===== src/rtl/scope_capture_if.sv =====
// rtl/scope_capture_if.sv - register bus, sample stream and buffer-write bundle for scope_capture_ctrl
interface scope_capture_if #(
    parameter int SAMPLE_W = 12,
    parameter int ADDR_W   = 9
);
    logic [15:0]         writedata;
    logic                write;
    logic                chipselect;
    logic [2:0]          address;
    logic [SAMPLE_W-1:0] sample_in;
    logic                sample_valid;
    logic                frame_done;
    logic                wr_en;
    logic [ADDR_W-1:0]   wr_addr;
    logic [SAMPLE_W-1:0] wr_data;
    logic [ADDR_W-1:0]   trig_addr;
    logic                armed;
    logic                capture_done;

    modport master (
        output writedata, write, chipselect, address, sample_in, sample_valid, frame_done,
        input  wr_en, wr_addr, wr_data, trig_addr, armed, capture_done
    );

    modport slave (
        input  writedata, write, chipselect, address, sample_in, sample_valid, frame_done,
        output wr_en, wr_addr, wr_data, trig_addr, armed, capture_done
    );
endinterface


===== src/rtl/scope_capture_ctrl.sv =====
// rtl/scope_capture_ctrl.sv - decimating pre/post-trigger capture sequencer feeding a circular sample buffer
module scope_capture_ctrl #(
    parameter int SAMPLE_W     = 12,
    parameter int ADDR_W       = 9,
    parameter int AUTO_TIMEOUT = 1000000
) (
    input logic            clk,
    input logic            reset,
    scope_capture_if.slave bus
);
    localparam int TO_W = $clog2(AUTO_TIMEOUT + 1);
    localparam logic [TO_W-1:0]     TO_LAST   = TO_W'(AUTO_TIMEOUT);
    localparam logic [SAMPLE_W-1:0] LEVEL_RST = {1'b1, {(SAMPLE_W-1){1'b0}}};
    localparam logic [ADDR_W-1:0]   PRE_RST   = {1'b1, {(ADDR_W-1){1'b0}}};

    typedef enum logic [2:0] {IDLE, PRE, ARMED, POST, DONE} state_t;
    state_t state, state_next;

    logic [SAMPLE_W-1:0] level;
    logic                rising, auto_mode, single;
    logic [15:0]         decim, decim_lat, dec_cnt;
    logic [ADDR_W-1:0]   pre, pre_lat, phase_cnt, wr_ptr;
    logic [SAMPLE_W-1:0] prev;
    logic                prev_valid, force_pend;
    logic [TO_W-1:0]     to_cnt;

    logic                wr_en_q;
    logic [ADDR_W-1:0]   wr_addr_q, trig_addr_q;
    logic [SAMPLE_W-1:0] wr_data_q;

    logic reg_wr, ctrl_wr, force_wr, capturing, post_full, dec_hit;
    logic accept, edge_hit, timeout_hit, trigger;
    logic [ADDR_W-1:0] post_len;

    assign reg_wr   = bus.write & bus.chipselect;
    assign ctrl_wr  = reg_wr && (bus.address == 3'd1);
    assign force_wr = reg_wr && (bus.address == 3'd4);

    always_ff @(posedge clk or posedge reset) begin
        if (reset) begin
            level     <= LEVEL_RST;
            rising    <= 1'b1;
            auto_mode <= 1'b0;
            single    <= 1'b0;
            decim     <= '0;
            pre       <= PRE_RST;
        end else if (reg_wr) begin
            case (bus.address)
                3'd0: level <= bus.writedata[SAMPLE_W-1:0];
                3'd1: begin
                    rising    <= bus.writedata[0];
                    auto_mode <= bus.writedata[1];
                    single    <= bus.writedata[2];
                end
                3'd2: decim <= bus.writedata;
                3'd3: pre   <= bus.writedata[ADDR_W-1:0];
                default: ;
            endcase
        end
    end

    // post_len is DEPTH-1-pre: the trigger sample plus pre history already occupy the rest
    assign post_len    = ~pre_lat;
    assign capturing   = (state == PRE) || (state == ARMED) || (state == POST);
    assign post_full   = (state == POST) && (phase_cnt == post_len);
    assign dec_hit     = (dec_cnt == decim_lat);
    assign accept      = bus.sample_valid && dec_hit && capturing && !post_full && !ctrl_wr;
    assign edge_hit    = prev_valid && (rising ? (prev < level && bus.sample_in >= level)
                                               : (prev > level && bus.sample_in <= level));
    assign timeout_hit = auto_mode && (to_cnt == TO_LAST);
    assign trigger     = accept && (state == ARMED) && (edge_hit || force_pend || timeout_hit);

    always_comb begin
        state_next = state;
        case (state)
            IDLE:    state_next = (pre == '0) ? ARMED : PRE;
            PRE:     if (accept && (phase_cnt == pre_lat - ADDR_W'(1))) state_next = ARMED;
            ARMED:   if (trigger) state_next = POST;
            POST:    if (post_full) state_next = DONE;
            DONE:    if (bus.frame_done && !single) state_next = IDLE;
            default: state_next = IDLE;
        endcase
        if (ctrl_wr) state_next = IDLE;
    end

    always_ff @(posedge clk or posedge reset) begin
        if (reset) begin
            state       <= IDLE;
            decim_lat   <= '0;
            pre_lat     <= '0;
            dec_cnt     <= '0;
            phase_cnt   <= '0;
            wr_ptr      <= '0;
            prev        <= '0;
            prev_valid  <= 1'b0;
            force_pend  <= 1'b0;
            to_cnt      <= '0;
            wr_en_q     <= 1'b0;
            wr_addr_q   <= '0;
            wr_data_q   <= '0;
            trig_addr_q <= '0;
        end else begin
            state   <= state_next;
            wr_en_q <= accept;
            if (accept) begin
                wr_addr_q  <= wr_ptr;
                wr_data_q  <= bus.sample_in;
                wr_ptr     <= wr_ptr + ADDR_W'(1);
                prev       <= bus.sample_in;
                prev_valid <= 1'b1;
            end

            if (state == IDLE) begin
                decim_lat  <= decim;
                pre_lat    <= pre;
                dec_cnt    <= '0;
                phase_cnt  <= '0;
                prev_valid <= 1'b0;
            end else begin
                if (bus.sample_valid && capturing)
                    dec_cnt <= dec_hit ? '0 : dec_cnt + 16'd1;
                if (trigger)
                    phase_cnt <= '0;
                else if (accept && (state == PRE || state == POST))
                    phase_cnt <= phase_cnt + ADDR_W'(1);
            end

            if (trigger) trig_addr_q <= wr_ptr;

            // timeout and pending force only live while ARMED; both restart on every entry
            if (state != ARMED) begin
                to_cnt     <= '0;
                force_pend <= 1'b0;
            end else begin
                if (to_cnt != TO_LAST) to_cnt <= to_cnt + TO_W'(1);
                if (force_wr) force_pend <= 1'b1;
            end
        end
    end

    assign bus.wr_en        = wr_en_q;
    assign bus.wr_addr      = wr_addr_q;
    assign bus.wr_data      = wr_data_q;
    assign bus.trig_addr    = trig_addr_q;
    assign bus.armed        = (state == ARMED);
    assign bus.capture_done = (state == DONE);
endmodule

===== src/flat_wrapper.sv =====
// flat-port wrapper written by rule: the top's interface ports become plain ports
module scope_capture_ctrl_flat 
#(
    parameter int SAMPLE_W     = 12,
    parameter int ADDR_W       = 9,
    parameter int AUTO_TIMEOUT = 1000000
)
  (clk, reset, bus_writedata, bus_write, bus_chipselect, bus_address, bus_sample_in, bus_sample_valid, bus_frame_done, bus_wr_en, bus_wr_addr, bus_wr_data, bus_trig_addr, bus_armed, bus_capture_done);
  scope_capture_if #(.SAMPLE_W(SAMPLE_W), .ADDR_W(ADDR_W)) bus_i ();
  input logic clk;
  input logic reset;
  input wire logic [$bits(bus_i.writedata)-1:0] bus_writedata;
  input wire logic [$bits(bus_i.write)-1:0] bus_write;
  input wire logic [$bits(bus_i.chipselect)-1:0] bus_chipselect;
  input wire logic [$bits(bus_i.address)-1:0] bus_address;
  input wire logic [$bits(bus_i.sample_in)-1:0] bus_sample_in;
  input wire logic [$bits(bus_i.sample_valid)-1:0] bus_sample_valid;
  input wire logic [$bits(bus_i.frame_done)-1:0] bus_frame_done;
  output wire logic [$bits(bus_i.wr_en)-1:0] bus_wr_en;
  output wire logic [$bits(bus_i.wr_addr)-1:0] bus_wr_addr;
  output wire logic [$bits(bus_i.wr_data)-1:0] bus_wr_data;
  output wire logic [$bits(bus_i.trig_addr)-1:0] bus_trig_addr;
  output wire logic [$bits(bus_i.armed)-1:0] bus_armed;
  output wire logic [$bits(bus_i.capture_done)-1:0] bus_capture_done;
  assign bus_i.writedata = bus_writedata;
  assign bus_i.write = bus_write;
  assign bus_i.chipselect = bus_chipselect;
  assign bus_i.address = bus_address;
  assign bus_i.sample_in = bus_sample_in;
  assign bus_i.sample_valid = bus_sample_valid;
  assign bus_i.frame_done = bus_frame_done;
  assign bus_wr_en = bus_i.wr_en;
  assign bus_wr_addr = bus_i.wr_addr;
  assign bus_wr_data = bus_i.wr_data;
  assign bus_trig_addr = bus_i.trig_addr;
  assign bus_armed = bus_i.armed;
  assign bus_capture_done = bus_i.capture_done;
  scope_capture_ctrl #(.SAMPLE_W(SAMPLE_W), .ADDR_W(ADDR_W), .AUTO_TIMEOUT(AUTO_TIMEOUT)) u_core (.clk(clk), .reset(reset), .bus(bus_i));
endmodule

===== config.mk =====
export PLATFORM = sky130hd
export DESIGN_NAME = scope_capture_ctrl_flat
export DESIGN_NICKNAME = d
export VERILOG_FILES = /design/src/rtl/scope_capture_if.sv /design/src/rtl/scope_capture_ctrl.sv /design/src/flat_wrapper.sv
export SDC_FILE = /design/constraint.sdc
export NUM_CORES = 1
export LEC_CHECK = 0
export ABC_AREA = 1
export BUFFER_PORTS_ARGS = -buffer_cell sky130_fd_sc_hd__buf_4
export CORE_ASPECT_RATIO = 2
export CORE_MARGIN = 4
export CORE_UTILIZATION = 60
export CTS_CLUSTER_SIZE = 24
export DETAILED_ROUTE_END_ITERATION = 8
export PLACE_DENSITY_LB_ADDON = 0.12
export SYNTH_ARGS = -nofsm -noshare
export SYNTH_HDL_FRONTEND = slang
export SYNTH_SLANG_ARGS = --single-unit

===== constraint.sdc =====
create_clock -name clk -period 5.95 [get_ports clk]
set_clock_uncertainty 0.05 [all_clocks]
set_input_delay 1.19 -clock clk [delete_from_list [all_inputs] [get_ports clk]]
set_output_delay 1.19 -clock clk [all_outputs]
set_load 0.01 [all_outputs]

==> results.cfg, run 1 <==
[logic_synthesis]
yosysUniqueCellTypes = 50
ys_top_cells_by_area = dfrtp_1 47%, nand2_1 13%, inv_1 5.7%
synth-main-ff-cell = dfrtp_1
ys_warn_count = 0
synth.top_cell.area_share_pct = 47.26
synth_common_cells = 272 x nand2_1, 152 x dfrtp_1, 123 x inv_1
synthCells = 981
post-synth-top-count-cell = nand2_1
yosys.area.top_type = dfrtp_1
synth_edf_count = 0
syn_avg_cell_area_um2 = 8.204
seq_area_frac_synth_pct = 48.24
synth_nets = 1048
synth.cell_area_um2 = 8048
ys_seq_elements = 155
async_reset_ff_share_pct = 100.0

[status]
outcome = complete, no violations

[pwr]
p_sw_share_pct = 37.79
power_density_nw_per_um2 = 406.7
p_leak_nw = 4.679
pwr-share-comb_pct = 32.3
pwr-share-seq_pct = 38.7
switchingPower_mw = 1.424
pwr-share-clk_pct = 29.0
power.ir.vdd_worst_mv = 0.2624
internal_power_mw = 2.343

[worst_setup_path]
required_ns = 6.21
r2r_setup_slack_ns = 2.98
cp_data_arrival_time_ns = 3.23
reg2reg_from = u_core.state[0]
cp-end-kind = register
crit_fanout = 19
crit_type = register to register
r2r_end = u_core.dec_cnt[14]
start_kind = register
reg2reg_depth = 7

[detailed_routing]
wl_per_cell_um = 15.29
via_count = 6557
totalWireLength_mm = 18.58
routed_via_density = 5.397
drt_iter0_markers = 363
dr.pass1.iters = 5
drtAntennaViolNets = 0
route.detailed.drc = 0

[die]
die_area_um2 = 15440
coreArea_um2 = 13070
die_w_um = 89.89
die_h_um = 171.8
io_pins = 70
fp-row-count = 59
start_util_pct = 61.59

[sta]
setup_violations = 0
rsz0062_at_grt = false
slew_headroom_pct = 35.12
tns_ns = 0
maxSlewViolCount = 0
period_share_pct = 49.99
hold_violations = 0
fmax_mhz = 336.2
tightest_slew_ns = 0.9695
period_minus_slack_ns = 2.974

[run]
cap_violations = 0

[clocking]
path_clk_slew_ns = 0.07
cts_hold_buf = 0
clock_latency_ns = 0.42
cts_buffers = 17
post_cts_buffers = 0
clock_sinks = 155
cts_tree = yes
htreeDepth = 4
cts_root_buf = clkbuf_16
cts_buffer_depth = 2
post_cts_resize_count = 0

[final_layout]
nets = 1117
nFillCells = 1076
antennaDiodeCount = 0
final_core_util_pct = 70.89
area_growth_pct = 15.10
multiInputGateArea_um2 = 3577
seq_area_um2 = 3882
drive_gt1_share_pct = 13.64
finalInstanceArea_um2 = 9263

[min_path]
min_from = u_core.decim[3]
min_path_type = register to register
worstHoldPathCells = 2
holdPathEnd = u_core.decim_lat[3]

[place]
placed_area_um2 = 8676
port_buffers = 69
dp_hpwl_mm = 13.73
gp_congestion = 0.9269

[global_routing]
overflow = 0
grt_start_max_net_pins = 111
antenna_found_initial = 0
grt_pass1_wl_mm = 31.20
grt_pass1_vias = 6604
grtUsageTotal_pct = 25.38
-- per-layer routing --
layer	share of wire (%)	routed length, um	track usage, %
met5	0	0	0
met4	3.5	649	12.21
met3	3.5	653	4.026
met2	54	10100	48.39
met1	39	7178	27.20
-- worst max-delay path, cell delays in order, from the launching register on --
cell and delay, ns:
dfrtp_1 0.43, nor2_1 0.12, inv_1 0.06, nor2_2 0.53, clkinv_1 0.74, nand2_1 0.44
o21ai_0 0.24, o22a_1 0.24
-- power by group through the flow --
stage / Clock, mW / Sequential [mW] / Combinational [mW]
2_1_floorplan: 0 / 1.44 / 0.864
3_3_place_gp: 0 / 1.47 / 1.18
3_5_place_dp: 0 / 1.47 / 1.21
4_1_cts: 1.10 / 1.46 / 1.22
5_1_grt: 1.15 / 1.49 / 1.39
6_report: 1.09 / 1.46 / 1.22
-- layout by cell type (no fill, tap or decap), types with 2 or more instances in the layout --
master      instances
nor4_1              6
ha_1               30
nand2_2             4
nor2_1             88
nor2_2              5
nand3b_1            2
inv_6               8
a41oi_1             2
buf_4              72
nand3_2             2
nor3_2              4
nand4_1            21
o21a_1              4
nand3_1            22
nand2_1           272
a2bb2oi_1           2
clkinvlp_4          2
clkinv_1            3
clkinv_2            2
o21ai_0            82
o21ai_1             2
bufinv_16           2
dfstp_2             3
a21oi_2             2
xor2_1             35
xnor2_1             4
o21ai_2             9
mux2_2              3
a21oi_1            36
inv_2               2
nor3b_1             3
inv_1             122
nor3_1             19
dfrtp_1           152
clkbuf_16          17
-- area by class of cell --
cell class                 count  share of cell area, %
tap                          152                  2.053
timing repair buffer          72                  5.835
multi-input combinational    676                  38.62
clock inverter                14                  1.702
inverter                     128                  5.241
sequential                   155                  41.92
clock buffer                  18                  4.633
-- flip-flops by register name, summed over array words and instances, names as in the netlist, 12 cells and up --
register / count
u_core.dec_cnt: 16
u_core.decim: 16
u_core.decim_lat: 16
u_core.level: 12
u_core.prev: 12
u_core.to_cnt: 20
-- kinds of logic after synthesis --
family	Yosys count	share of synthesized area (%)
simple gates	455	24.46
flops	155	48.24
buf+inv	150	7.400
compound gates	149	10.57
xor+xnor	39	4.244
fa+ha+maj	30	4.664
mux	3	0.4197
-- worst max path at each step --
stage                          startpoint            endpoint  slack [ns]  depth (start not counted)
final                     u_core.state[0]  u_core.dec_cnt[14]        2.98                          7
after global routing      u_core.state[0]  u_core.dec_cnt[10]        2.68                          8
after CTS                 u_core.state[0]  u_core.dec_cnt[14]        2.97                          7
after detailed placement   bus_chipselect     u_core.state[1]        2.69                         12
after global placement     bus_chipselect     u_core.state[1]        2.72                         12
after floorplan                     reset    u_core.auto_mode        0.54                          1
-- through the flow --
stage / instances / setup WS [ns] / power, mW / hold slack (ns)
2_1_floorplan: 981 / 0.5368 / 2.302 / 0.3917
3_3_place_gp: 1183 / 2.720 / 2.651 / 0.4070
3_5_place_dp: 1183 / 2.688 / 2.683 / 0.4111
4_1_cts: 1215 / 2.965 / 3.783 / 0.4233
5_1_grt: 1215 / 2.681 / 4.033 / 0.4587
6_report: 1215 / 2.976 / 3.767 / 0.4216
Power figures use the tool's default switching activity.
==> run 2: changes to the inputs <==
==> constraint.sdc (replaced) <==
create_clock -name clk -period 2.8 [get_ports clk]
set_clock_uncertainty 0.05 [all_clocks]
set_input_delay 0.56 -clock clk [delete_from_list [all_inputs] [get_ports clk]]
set_output_delay 0.56 -clock clk [all_outputs]
set_load 0.01 [all_outputs]
==> results.cfg, run 2 (synthesis results as in run 1) <==
[status]
outcome = complete, no violations

[clocking]
htreeDepth = 4
cts_buffer_depth = 2
clock_sinks = 155
post_cts_buffers = 0
cts_root_buf = clkbuf_16
cts_buffers = 17
path_clk_slew_ns = 0.06
cts_tree = yes
clock_latency_ns = 0.42
post_cts_resize_count = 0
cts_hold_buf = 0

[sta]
tightest_slew_ns = 0.6425
maxSlewViolCount = 0
hold_ws_ns = 0.2050
tns_ns = 0
fmax_mhz = 393.5
period_share_pct = 90.77
hold_violations = 0
period_minus_slack_ns = 2.541
rsz0062_at_grt = false
slew_headroom_pct = 56.71
setup_violations = 0

[global_routing]
grtUsageTotal_pct = 26.86
grt_pass1_wl_mm = 32.92
grt_pass1_vias = 6915
antenna_found_initial = 0
grt_start_max_net_pins = 90
overflow = 0

[detailed_routing]
drt_iter0_markers = 361
drtAntennaViolNets = 0
routed_via_density = 5.529
totalWireLength_mm = 19.79
wl_per_cell_um = 16.16
dr.pass1.iters = 7
via_count = 6773
route.detailed.drc = 0

[die]
die_h_um = 171.8
die_area_um2 = 15440
coreArea_um2 = 13070
fp-row-count = 59
io_pins = 70
start_util_pct = 61.59
die_w_um = 89.89

[worst_setup_path]
start_kind = register
crit_type = register to register
reg2reg_from = u_core.level[11]
cp-end-kind = register
crit_fanout = 19
cp_data_arrival_time_ns = 2.78
reg2reg_depth = 15
r2r_setup_slack_ns = 0.26
required_ns = 3.04
r2r_end = u_core.state[0]

[final_layout]
final_common_cell = nand2_1
regMostFlops = u_core.to_cnt
nets = 1127
final_core_util_pct = 71.75
final_cells = 1225
antennaDiodeCount = 0
layout_common_cells = 272 x nand2_1, 152 x dfrtp_1, 122 x inv_1, 88 x nor2_1, 82 x o21ai_0
largest_reg_flops = 20
area_growth_pct = 16.50
drive_gt1_share_pct = 14.45

[place]
gp_congestion = 0.8942
placed_cells = 1193
port_buffers = 69
dp_hpwl_mm = 14.52

[min_path]
min_path_type = input port to async pin

[run]
cap_violations = 0

[pwr]
fin_total_pwr_mw = 8.164
p_leak_nw = 4.732
power_density_nw_per_um2 = 870.8
power.ir.vdd_worst_mv = 0.6268
## run 2: power breakdown
part | internal, mW | total (mW) | switching [mW]
clock network | 1.36 | 2.36 | 0.992
registers | 2.71 | 3.12 | 0.407
logic | 0.991 | 2.69 | 1.70
## run 2: area by class of cell
| cell class | count | area [um2] |
|---|---|---|
| Clock buffer | 19 | 442.9 |
| Clock inverter | 13 | 157.7 |
| Fill cell | 1071 | 3691 |
| Inverter | 128 | 484.2 |
| Sequential cell | 155 | 3882 |
| Timing Repair Buffer | 82 | 640.6 |
| Tap cell | 152 | 190.2 |
| Multi-Input combinational cell | 676 | 3577 |
## run 2: worst max-delay path: stages, from the launching register on
cell and delay [ns]:
dfstp_2 0.53, inv_1 0.06, ha_1 0.29, nand2_1 0.07
nor2_1 0.20, nand2_1 0.10, nor3b_1 0.24, nor2_1 0.08
nand2_1 0.06, nand2_1 0.04, nand3_1 0.06, nand2_1 0.12
nand2_4 0.25, nand2_2 0.12, nand4_1 0.09, nand2_1 0.07
## run 2: stage by stage
stage / cell area [um2] / setup WS (ns)
after global placement: 8775 / 0.3108
final: 9375 / 0.2586
after global routing: 9375 / 0.04600
after floorplan: 8051 / 0.2335
after detailed placement: 8775 / 0.2845
after CTS: 9375 / 0.2357
## run 2: layer usage
metal	vias up	global-route usage [%]	share of wire, %
met1	3258	28.34	37
li1	3303	-	-
met2	167	52.53	56
met5	-	0	0
met3	45	3.851	3.2
met4	0	11.94	3.4
## run 2: worst max-delay path by stage
stage,from,endpoint,slack (ns),depth (start not counted)
6_report,u_core.level[11],u_core.state[0],0.26,15
5_1_grt,u_core.level[11],u_core.state[0],0.05,15
2_1_floorplan,reset,u_core.auto_mode,0.23,1
4_1_cts,u_core.level[11],u_core.state[0],0.24,15
3_3_place_gp,u_core.level[11],u_core.state[1],0.31,15
3_5_place_dp,u_core.level[11],u_core.state[2],0.28,15
==> run 3: changes to the inputs <==
==> constraint.sdc (replaced) <==
create_clock -name clk -period 2.8 [get_ports clk]
set_clock_uncertainty 0.05 [all_clocks]
set_input_delay 0.28 -clock clk [delete_from_list [all_inputs] [get_ports clk]]
set_output_delay 0.28 -clock clk [all_outputs]
set_load 0.01 [all_outputs]
==> results.cfg, run 3 (synthesis results as in run 1) <==
[worst_setup_path]
crit_type = register to register
start_kind = register
crit_fanout = 19
required_ns = 3.06
cp_data_arrival_time_ns = 2.70
cp-end-kind = register

[final_layout]
antennaDiodeCount = 0
layout_common_cells = 272 x nand2_1, 152 x dfrtp_1, 122 x inv_1, 88 x nor2_1, 82 x o21ai_0
nets = 1127
drive_gt1_share_pct = 14.35
nFillCells = 1057
largest_reg_flops = 20
area_growth_pct = 16.79
final_common_cell = nand2_1
regMostFlops = u_core.to_cnt

[place]
dp_hpwl_mm = 14.03
preCtsSetupSlack_ns = 0.3610
gp_congestion = 0.9314
port_buffers = 69

[detailed_routing]
route.detailed.drc = 0
via_count = 6711
dr.pass1.iters = 5
wl_met2_mm = 10.48
wl_per_cell_um = 15.49
routed_via_density = 5.478
drtAntennaViolNets = 0
met1_length_mm = 7.289
totalWireLength_mm = 18.97
drt_iter0_markers = 416
dr_wl_met3_um = 606
top_layer_used = met4

[global_routing]
grt_pass1_vias = 6808
overflow = 0
grt_pass1_wl_mm = 32.15
antenna_found_initial = 0
grt_start_max_net_pins = 90
grtUsageTotal_pct = 26.16

[pwr]
power_density_nw_per_um2 = 874.5
power.ir.vdd_worst_mv = 0.5997
fin_total_pwr_mw = 8.219
p_leak_nw = 4.753

[min_path]
min_path_type = input port to register

[sta]
tns_ns = 0
hold_violations = 0
setup_ws_ns = 0.3516
hold_ws_ns = 0.02553
setup_violations = 0
period_minus_slack_ns = 2.448
maxSlewViolCount = 0
slew_headroom_pct = 57.25
tightest_slew_ns = 0.6396
period_share_pct = 87.44
fmax_mhz = 408.4
rsz0062_at_grt = false

[clocking]
clock_latency_ns = 0.42
cts_tree = yes
cts_root_buf = clkbuf_16
cts_buffers = 17
clock_sinks = 155
path_clk_slew_ns = 0.06
cts_buffer_depth = 2
htreeDepth = 4

[die]
start_util_pct = 61.59
coreArea_um2 = 13070
io_pins = 70
fp-row-count = 59
die_area_um2 = 15440
die_h_um = 171.8
die_w_um = 89.89

[status]
outcome = complete, no violations

[run]
cap_violations = 0
run 3: critical path, cell delays in order (launching register included):
cell     delay (ns)
dfstp_2        0.53
inv_1          0.05
ha_1           0.29
nand2_1        0.07
nor2_1         0.14
nand2_1        0.09
a21oi_1        0.14
nor2_1         0.08
nor2_1         0.08
nand2_1        0.05
nand2_1        0.06
nand3_1        0.06
nand2_1        0.15
nand2_4        0.19
nand2_2        0.14
nand2_1        0.06
nand3_1        0.06
nand2_1        0.05
run 3: routing by layer:
layer	up-vias	GRT usage, %
met5	-	0
met4	0	10.27
met3	44	4.026
met2	168	50.79
met1	3197	28.35
li1	3302	-
run 3: where the power goes:
part / leakage (nW) / switching, mW / total (mW) / internal [mW]
Combinational: 2.41 / 1.69 / 2.68 / 0.990
Clock: 0.307 / 0.983 / 2.44 / 1.46
Sequential: 2.04 / 0.388 / 3.10 / 2.71
run 3: repair_timing:
item | CTS | global route
hold endpoints to repair | 66 | 0
resized for setup | 0 | 0
hold buffers | 1 | 0
buffers inserted | 0 | 0
run 3: layout make-up:
type / count / area (um2) / share of cell area, %
Tap cell: 152 / 190.2 / 2.023
Clock inverter: 13 / 178.9 / 1.904
Timing Repair Buffer: 82 / 643.1 / 6.842
Clock buffer: 19 / 442.9 / 4.712
Multi-Input combinational cell: 676 / 3577 / 38.06
Sequential cell: 155 / 3882 / 41.31
Inverter: 128 / 484.2 / 5.152
run 3: stage by stage:
| step | cells | instance area [um2] | utilization, % |
|---|---|---|---|
| finish | 1225 | 9399 | 71.93 |
| global route | 1225 | 9399 | 71.93 |
| CTS | 1225 | 9399 | 71.93 |
| detailed placement | 1192 | 8767 | 67.10 |
| global placement | 1192 | 8767 | 67.10 |
| floorplan | 981 | 8051 | - |
run 3: final timing paths:
| kind | from | end | slack, ns | depth (start not counted) |
|---|---|---|---|---|
| setup / recovery | u_core.level[11] | u_core.state[1] | 0.35 | 17 |
| hold / removal | bus_sample_in[6] | u_core.prev[6] | 0.03 | 3 |
| setup reg to reg | u_core.level[11] | u_core.state[1] | 0.35 | 17 |
| hold reg to reg | u_core.decim[7] | u_core.decim_lat[7] | 0.43 | 2 |
| max in group asynchronous | reset | u_core.to_cnt[15] | 1.77 | 4 |
| min in group asynchronous | reset | u_core.phase_cnt[3] | 0.49 | 4 |
